--- src/rtl/brisc_pkg.sv ---
// Shared core-wide parameters for the brisc pipeline.
package brisc_pkg;

    localparam int unsigned XLEN = 32;

endpackage

--- src/rtl/regfile_sb_if.sv ---
// Register-file read/write/alloc bus; the master issues requests, the regfile is the slave.
interface regfile_sb_if #(
    parameter int unsigned XLEN    = brisc_pkg::XLEN,
    parameter int unsigned REG_NUM = 32,
    parameter int unsigned NUM_RD  = 2,
    parameter int unsigned NUM_WR  = 2
);
    localparam int unsigned ADDR_W = $clog2(REG_NUM);
    localparam int unsigned CNT_W  = $clog2(REG_NUM) + 1;

    logic [NUM_RD-1:0][ADDR_W-1:0] rd_addr;
    logic [NUM_RD-1:0][XLEN-1:0]   rd_data;
    logic [NUM_RD-1:0]             rd_busy;
    logic [NUM_WR-1:0]             wr_en;
    logic [NUM_WR-1:0][ADDR_W-1:0] wr_addr;
    logic [NUM_WR-1:0][XLEN-1:0]   wr_data;
    logic                          alloc_en;
    logic [ADDR_W-1:0]             alloc_addr;
    logic [CNT_W-1:0]              busy_cnt;
    logic                          alloc_err;

    modport master (
        output rd_addr, wr_en, wr_addr, wr_data, alloc_en, alloc_addr,
        input  rd_data, rd_busy, busy_cnt, alloc_err
    );

    modport slave (
        input  rd_addr, wr_en, wr_addr, wr_data, alloc_en, alloc_addr,
        output rd_data, rd_busy, busy_cnt, alloc_err
    );

endinterface

--- src/rtl/regfile_sb.sv ---
// Multi-port register file with a busy-bit scoreboard for long-latency destinations.
// x0 is hardwired to zero; the highest-indexed write port wins on address collisions.
module regfile_sb #(
    parameter int unsigned XLEN    = brisc_pkg::XLEN,
    parameter int unsigned REG_NUM = 32,
    parameter int unsigned NUM_RD  = 2,
    parameter int unsigned NUM_WR  = 2,
    parameter int unsigned BYPASS  = 1
) (
    input logic         clk,
    input logic         reset,
    regfile_sb_if.slave rf
);
    localparam int unsigned ADDR_W = $clog2(REG_NUM);
    localparam int unsigned CNT_W  = $clog2(REG_NUM) + 1;

    logic [XLEN-1:0]    regs     [REG_NUM];
    logic [XLEN-1:0]    regs_nxt [REG_NUM];
    logic [REG_NUM-1:0] busy;
    logic [REG_NUM-1:0] busy_nxt;
    logic [REG_NUM-1:0] wr_hit;
    logic [CNT_W-1:0]   busy_cnt_q;
    logic [CNT_W-1:0]   cnt_nxt;
    logic               alloc_err_q;
    logic               alloc_err_nxt;

    // Next-state: writes in port order (later ports override), then alloc overrides the clear.
    always_comb begin
        regs_nxt = regs;
        busy_nxt = busy;
        wr_hit   = '0;
        for (int w = 0; w < int'(NUM_WR); w++) begin
            if (rf.wr_en[w] && (rf.wr_addr[w] != ADDR_W'(0))) begin
                regs_nxt[rf.wr_addr[w]] = rf.wr_data[w];
                busy_nxt[rf.wr_addr[w]] = 1'b0;
                wr_hit[rf.wr_addr[w]]   = 1'b1;
            end
        end
        alloc_err_nxt = alloc_err_q;
        if (rf.alloc_en && (rf.alloc_addr != ADDR_W'(0))) begin
            busy_nxt[rf.alloc_addr] = 1'b1;
            if (busy[rf.alloc_addr] && !wr_hit[rf.alloc_addr]) begin
                alloc_err_nxt = 1'b1;
            end
        end
        cnt_nxt = '0;
        for (int i = 0; i < int'(REG_NUM); i++) begin
            cnt_nxt = cnt_nxt + CNT_W'(busy_nxt[i]);
        end
    end

    always_ff @(posedge clk) begin
        if (reset) begin
            for (int i = 0; i < int'(REG_NUM); i++) begin
                regs[i] <= '0;
            end
            busy        <= '0;
            busy_cnt_q  <= '0;
            alloc_err_q <= 1'b0;
        end else begin
            regs        <= regs_nxt;
            busy        <= busy_nxt;
            busy_cnt_q  <= cnt_nxt;
            alloc_err_q <= alloc_err_nxt;
        end
    end

    // Read ports: stored value, optionally replaced by the winning same-cycle write.
    always_comb begin
        for (int r = 0; r < int'(NUM_RD); r++) begin
            rf.rd_data[r] = regs[rf.rd_addr[r]];
            rf.rd_busy[r] = busy[rf.rd_addr[r]];
            for (int w = 0; w < int'(NUM_WR); w++) begin
                if ((BYPASS != 0) && rf.wr_en[w] && (rf.wr_addr[w] == rf.rd_addr[r]) &&
                    (rf.rd_addr[r] != ADDR_W'(0))) begin
                    rf.rd_data[r] = rf.wr_data[w];
                end
            end
        end
    end

    assign rf.busy_cnt  = busy_cnt_q;
    assign rf.alloc_err = alloc_err_q;

endmodule
--- src/flat_wrapper.sv ---
// flat-port wrapper written by rule: the top's interface ports become plain ports
module regfile_sb_flat 
#(
    parameter int unsigned XLEN    = brisc_pkg::XLEN,
    parameter int unsigned REG_NUM = 32,
    parameter int unsigned NUM_RD  = 2,
    parameter int unsigned NUM_WR  = 2,
    parameter int unsigned BYPASS  = 1
)
  (clk, reset, rf_rd_addr, rf_wr_en, rf_wr_addr, rf_wr_data, rf_alloc_en, rf_alloc_addr, rf_rd_data, rf_rd_busy, rf_busy_cnt, rf_alloc_err);
  regfile_sb_if #(.XLEN(XLEN), .REG_NUM(REG_NUM), .NUM_RD(NUM_RD), .NUM_WR(NUM_WR)) rf_i ();
  input logic clk;
  input logic reset;
  input wire logic [$bits(rf_i.rd_addr)-1:0] rf_rd_addr;
  input wire logic [$bits(rf_i.wr_en)-1:0] rf_wr_en;
  input wire logic [$bits(rf_i.wr_addr)-1:0] rf_wr_addr;
  input wire logic [$bits(rf_i.wr_data)-1:0] rf_wr_data;
  input wire logic [$bits(rf_i.alloc_en)-1:0] rf_alloc_en;
  input wire logic [$bits(rf_i.alloc_addr)-1:0] rf_alloc_addr;
  output wire logic [$bits(rf_i.rd_data)-1:0] rf_rd_data;
  output wire logic [$bits(rf_i.rd_busy)-1:0] rf_rd_busy;
  output wire logic [$bits(rf_i.busy_cnt)-1:0] rf_busy_cnt;
  output wire logic [$bits(rf_i.alloc_err)-1:0] rf_alloc_err;
  assign rf_i.rd_addr = rf_rd_addr;
  assign rf_i.wr_en = rf_wr_en;
  assign rf_i.wr_addr = rf_wr_addr;
  assign rf_i.wr_data = rf_wr_data;
  assign rf_i.alloc_en = rf_alloc_en;
  assign rf_i.alloc_addr = rf_alloc_addr;
  assign rf_rd_data = rf_i.rd_data;
  assign rf_rd_busy = rf_i.rd_busy;
  assign rf_busy_cnt = rf_i.busy_cnt;
  assign rf_alloc_err = rf_i.alloc_err;
  regfile_sb #(.XLEN(XLEN), .REG_NUM(REG_NUM), .NUM_RD(NUM_RD), .NUM_WR(NUM_WR), .BYPASS(BYPASS)) u_core (.clk(clk), .reset(reset), .rf(rf_i));
endmodule
--- config.mk ---
export PLATFORM = sky130hd
export DESIGN_NAME = regfile_sb_flat
export DESIGN_NICKNAME = d
export VERILOG_FILES = /design/src/rtl/brisc_pkg.sv /design/src/rtl/regfile_sb_if.sv /design/src/rtl/regfile_sb.sv /design/src/flat_wrapper.sv
export SDC_FILE = /design/constraint.sdc
export NUM_CORES = 2
export LEC_CHECK = 0
export ABC_CLOCK_PERIOD_IN_PS = 11130
export CAP_MARGIN = 25
export CELL_PAD_IN_SITES_DETAIL_PLACEMENT = 1
export CELL_PAD_IN_SITES_GLOBAL_PLACEMENT = 1
export CORE_MARGIN = 2
export CORE_UTILIZATION = 35
export DETAILED_ROUTE_END_ITERATION = 8
export GPL_TIMING_DRIVEN = 0
export PLACE_DENSITY_LB_ADDON = 0.12
export SYNTH_ARGS = -nofsm -noshare
export SYNTH_HDL_FRONTEND = slang
export SYNTH_SLANG_ARGS = --single-unit
--- constraint.sdc ---
create_clock -name clk -period 11.13 [get_ports clk]
set_clock_uncertainty 0.1 [all_clocks]
set_input_delay 3.339 -clock clk [delete_from_list [all_inputs] [get_ports clk]]
set_output_delay 3.339 -clock clk [all_outputs]
set_load 0.03 [all_outputs]
# --- Yosys cells after proc, flatten, opt, wreduce, memory -nomap -nowiden ---
# Cells that the tools add are included.
# Widths: inputs -> output; s select.
op_classes:
  n_bitwise: 10
  reduce_logical: 24
  order_cmp: 14
  mux: 37
  addsub: 31
  eq_ne: 4
ops:
  columns: ["cell", "count"]
  rows:
  - ["$bwmux 1024", 2]
  - ["$mux 1024", 2]
  - ["$mux 32", 15]
  - ["$bmux 32 s5", 2]
  - ["$demux 32 s5", 2]
  - ["$add 6x1->6", 30]
  - ["$and 32x32->32", 2]
  - ["$not 32->32", 2]
  - ["$or 32x32->32", 2]
  - ["$lt 5x6->1 const B", 5]
  - ["$reduce_bool 5->1", 5]
  - ["$ge 6x6->1 const B", 4]
  - ["$not 5->6", 4]
  - ["$bmux 1 s5", 4]
  - ["$eq 5x5->1", 4]
  - ["$logic_and 1x1->1", 17]
  - ["$demux 1 s5", 3]
  - ["$ge 5x1->1 const B", 3]
  - ["$lt 6x1->1 const B", 2]
  - ["$mux 1", 7]
  - ["$add 1x1->2", 1]
  - ["$reduce_and 2->1", 1]
  - ["$logic_not 1->1", 1]
totals:
  register_bits: 1063
  in_bits: 94
  output_inout_bits: 73

# --- Logic depth before layout (Yosys ltp) ---
logic_depth:
  ltp_word: 42
  ltp_mapped: 22

# --- Least setup slack after synthesis ---
# OpenSTA, ideal clock, no wires.
synth_path:
  path_type: "input to register"
  from: "in rf_wr_addr[1]"
  to: "reg u_core.busy_cnt_q[4] (netlist: u_core.rf.busy_cnt[4])"
  path_slack_ps: 1708
  cell_stages: 21
  arrival_ps: 9194
  path_cell_list: "buf_2 > nor3b_1 > clkbuf_1 > nand2_1 > buf_2 > a32oi_1 > fa_1 > fa_1 > inv_1 > fa_1 > fa_1 > inv_1 > fa_1 > inv_1 > fa_1 > fa_1 > fa_1 > a21o_1 > a21oi_1 > xor2_1 > nor2_1"
synth_between:
  elab_chain_cells: 42
  elab_cells_between_ends: 45
  classes_between: "add/sub (31); order compare (2); mux (5); bitwise (4); reduce/logical (3)"
synth_lines:
  columns: ["item", "line", "source"]
  rows:
  - ["start, declared", "flat_wrapper.sv:16", "input wire logic [$bits(rf_i.wr_addr)-1:0] rf_wr_addr;"]
  - ["$lt 5x6->1 (not written as such) / $ge 5x1->1 (equally long branches)", "regfile_sb.sv:35", "busy_nxt[rf.wr_addr[w]] = 1'b0;"]
  - ["$logic_and 1x1->1 (not written as such)", "regfile_sb.sv:35", null]
  - ["$mux 1 (not written as such)", "regfile_sb.sv:35", null]
  - ["$demux 1 s5", null, null]
  - ["$not 32->32 (no source line)", null, null]
  - ["$and 32x32->32 (no source line)", null, null]
  - ["$mux 32 (*)", "regfile_sb.sv:33", "if (rf.wr_en[w] && (rf.wr_addr[w] != ADDR_W'(0))) begin"]
  - ["$and 32x32->32 (no source line)", null, null]
  - ["$mux 32 (*)", "regfile_sb.sv:33", null]
  - ["$or 32x32->32 (no source line)", null, null]
  - ["$mux 32 (*)", "regfile_sb.sv:40", "if (rf.alloc_en && (rf.alloc_addr != ADDR_W'(0))) begin"]
  - ["$add 1x1->2", "regfile_sb.sv:48", "cnt_nxt = cnt_nxt + CNT_W'(busy_nxt[i]);"]
  - ["$add 6x1->6 (29 in series)", "regfile_sb.sv:48", null]
  - ["$add 6x1->6 (*)", "regfile_sb.sv:48", null]
  - ["end signal, assigned", "regfile_sb.sv:63", "busy_cnt_q <= cnt_nxt;"]
  - ["end, declared", "regfile_sb.sv:22", "logic [CNT_W-1:0] busy_cnt_q;"]
# Mark *: on every way between the ends. The rest lies on a longest branch, timed or not.
# A chain may end at the register's enable or synchronous reset.

# --- Worst setup path after layout ---
layout_path:
  from: "in rf_rd_addr[5]"
  to: "out rf_rd_data[53]"
layout_between:
  elab_chain_cells: 6
  elab_cells_between_ends: 13
  classes_between: "eq/ne (2); mux (5); bitwise (1); reduce/logical (5)"
layout_lines:
  columns: ["item", "line", "source"]
  rows:
  - ["start, declared", "flat_wrapper.sv:14", "input wire logic [$bits(rf_i.rd_addr)-1:0] rf_rd_addr;"]
  - ["$not 5->6 (not written as such)", "regfile_sb.sv:71", "rf.rd_data[r] = regs[rf.rd_addr[r]];"]
  - ["$bmux 32 s5", "regfile_sb.sv:71", null]
  - ["$mux 32 (not written as such) (2 in series)", "regfile_sb.sv:71", null]
  - ["$mux 32", "regfile_sb.sv:74", "if ((BYPASS != 0) && rf.wr_en[w] && (rf.wr_addr[w] == rf.rd_addr[r]) &&"]
  - ["$mux 32 (*)", "regfile_sb.sv:74", null]
  - ["end, declared", "flat_wrapper.sv:20", "output wire logic [$bits(rf_i.rd_data)-1:0] rf_rd_data;"]
# Mark *: on every way between the ends. The rest lies on a longest branch, timed or not. The select of a mux whose other input is x is not followed.

==> impl_metrics.json <==
{
  "path_buf_inv": 6,
  "worst_pin_slew_ps": 1240,
  "dr.pass1.iters": 6,
  "p_per_area_mw_per_mm2": 132,
  "worstPathRequired_ps": 7690,
  "p_int_uw": 6950,
  "switching_share": 0.304,
  "routabilityCongestion": 1.06,
  "clock-sinks": 1063,
  "cts_root_buf": "clkbuf_16",
  "clk_pin_slew_ps": 60,
  "ys_async_sr_fraction": 0,
  "fin_util": 0.403,
  "yosysWarnings": 0,
  "synth_xor_area_frac": 0.00252,
  "path_common_cell": "buf_6",
  "crit_start": "rf_rd_addr[5]",
  "port-buffer-count": 88,
  "nNetsFinal": 7515,
  "cp_max_fo": 10,
  "synth-simple-area-share": 0.165,
  "synth_compound_area_frac": 0.151,
  "worstReg2RegStart": "u_core.busy[28]",
  "synth-adder-area-share": 0.00880,
  "grt_pass1_vias": 66000,
  "ys_ff_latch": 1063,
  "holdWs_ps": 383,
  "drive_gt1_frac": 0.160,
  "drt_iter0_markers": 8512,
  "viasPerCell": 6.63,
  "clk_latency_ps": 810,
  "slowest_delay_ps": 830,
  "pwr-share-comb": 0.139,
  "cp_slowest_cell": "o31ai_1",
  "synth_nets": 7224,
  "fin_crit_ps": 11240,
  "synth_top_family_by_area": "multiplexers",
  "core_area_mm2": 0.188,
  "outcome": "finished, violations left",
  "setup_ws_ps": -109,
  "routedWlPerCell_um": 38.9,
  "grt_usage": 0.395,
  "synth-seq-area-share": 0.323,
  "vias": 66300,
  "worstHoldPathType": "flip-flop to flip-flop",
  "crit_family": "buffers and inverters",
  "synth_edf_count": 0,
  "yosys_most_used_dff": "dfxtp_1",
  "synth.distinct_cells": 60,
  "die-area_mm2": 0.192,
  "ir_drop_mv": 0.149,
  "period_share": 1.01,
  "relSlewSlack": 0.176,
  "core.rowCount": 159,
  "final_common_cell": "nor2_1",
  "grt_pass1_wl_um": 533000,
  "hpwl_um": 314000,
  "grt_max_degree": 17,
  "worstSetupPathType": "primary input to primary output",
  "violations": "negative setup slack",
  "leakagePower_uw": 0.0265,
  "seq_power_share": 0.395,
  "worstHoldStart": "u_core.regs[996]",
  "synth.mux.area_fraction": 0.285,
  "power.switching_uw": 3040,
  "ios": 167,
  "chipHeight_um": 438,
  "drv_slew": 0,
  "drc": 0,
  "fmax_ghz": 0.0890,
  "setup_viol_count_final": 13,
  "syn_area_mm2": 0.0660,
  "clockBufferDepth": 3,
  "ant_nets": 0,
  "die_x_um": 438,
  "wl_um": 389000,
  "crit_path_start_kind": "primary input",
  "max_cap_viol_count": 0,
  "area_delta_synth_final_pct": 14.5,
  "rsz0062_at_grt": "no",
  "end_kind": "primary output",
  "overflow": 0,
  "layout_common_cells": "1064 x nor2_1, 1063 x dfxtp_1, 1020 x nand2_1, 748 x clkbuf_1, 665 x mux4_2",
  "cts_tree": "built",
  "avgSynthCellArea_um2": 9.30,
  "clock_power_share": 0.466,
  "worstPathCellList": "buf_6 -> buf_6 -> buf_4 -> buf_2 -> xnor2_1 -> nand4_1 -> clkbuf_1 -> nor2_1 -> o31ai_1 -> clkdlybuf4s50_1",
  "netlist_instances": 7098,
  "arrival_ps": 7800,
  "cts.htree.levels": 4,
  "antenna_found_initial": 42,
  "dp_slack_ps": -1140,
  "numCtsBuffers": 138,
  "initial_core_util": 0.352,
  "hold_viol_final": 0
}
-- flip-flops by register name (all words and copies together) (netlist names) --
register             cells
u_core.busy             32
u_core.rf.busy_cnt       6
u_core.regs           1024
u_core.rf.alloc_err      1
-- power by group through the flow --
stage	Combinational (uW)	Clock, uW	Sequential (uW)
after floorplan	703	0	4000
after global placement	1280	0	4020
after detailed placement	1310	0	4020
after CTS	1320	4650	3940
after global routing	1400	4810	3950
final	1390	4650	3940
-- through the flow --
stage               cell area (um2)  setup TNS, ps  total power (uW)  cells
floorplan                     66000              0              4710   7098
global placement              70000         -35170              5290   9681
detailed placement            70600         -20000              5330   9724
CTS                           75200          -45.4              9910   9969
global route                  75600              0             10200   9999
finish                        75600           -543              9980  10000
-- kinds of logic after synthesis --
logic type / Yosys count
and+or+nand+nor: 2645
AOI/OAI and AO/OA: 1241
DFF: 1063
buffers and inverters: 1052
muxes: 1046
adders and majority gates: 32
xor gates and xnor gates: 19
-- area by class of cell --
class,instances,area [um2]
repair buffers,152,1800
clock buffers,215,4220
well taps,2495,3120
flip-flops and latches,1063,21300
multi-input cells,4983,40500
inverters,39,146
clock inverters,30,269
diodes,18,45.0
fillers,21400,112000
plain buffers,1012,4210
-- routing by layer --
layer  track usage  vias up  wire, um
li1              -    27100         -
met3         0.100      806     40000
met4         0.225        6     25200
met1         0.510    34500    153000
met5             0        -        38
met2         0.601     3943    171000
-- cell usage after synthesis, drive strengths merged (2+ instances only) --
cell     count  area [um2]
nor4         4        25.0
a32o        19         190
o31ai       31         233
a32oi        6        52.6
nand3      371        1860
nor2      1065        4000
mux2         7        78.8
nand3b       7        52.6
o2111ai      2        17.5
dfxtp     1063       21300
o21ai      102         510
xor2        14         123
mux2i      374        3740
and3        35         219
a211oi     411        3190
clkbuf     755        2870
a221oi       5        43.8
and4         2        17.5
xnor2        5        43.8
and3b        8        70.1
o311ai       2        17.5
ha           8         100
nand2b       4        25.0
nor3        15        75.1
or3b         2        17.5
fa          24         480
inv         38         143
o211ai       4        30.0
o41ai        2        17.5
nor3b       10        90.1
or2          2        12.5
a21o         3        22.5
mux4       665       15000
a311oi     616        5400
nor2b       92         576
a22o         3        26.3
nand4        5        31.3
nand2     1022        3840
a22oi        6        45.0
buf        258        1270
a21oi       20         100
a21boi       2        15.0
-- final timing paths --
path                            to  slack [ps]  cells after the start
max                 rf_rd_data[53]        -110                     10
min               u_core.regs[996]         380                      1
max reg2reg  u_core.rf.busy_cnt[4]        5180                     17
min reg2reg       u_core.regs[996]         380                      1
-- repair_timing --
action | 4_1_cts | 5_1_grt
endpoints found under the setup margin | 65 | 14
gates resized for setup | 32 | 13
endpoints found under the hold margin | 0 | 0
pin swaps | 0 | 1
hold buffers | 0 | 0
gates cloned | 0 | 0
buffers inserted | 0 | 2
Note: power is estimated with default switching activity, not from simulation.
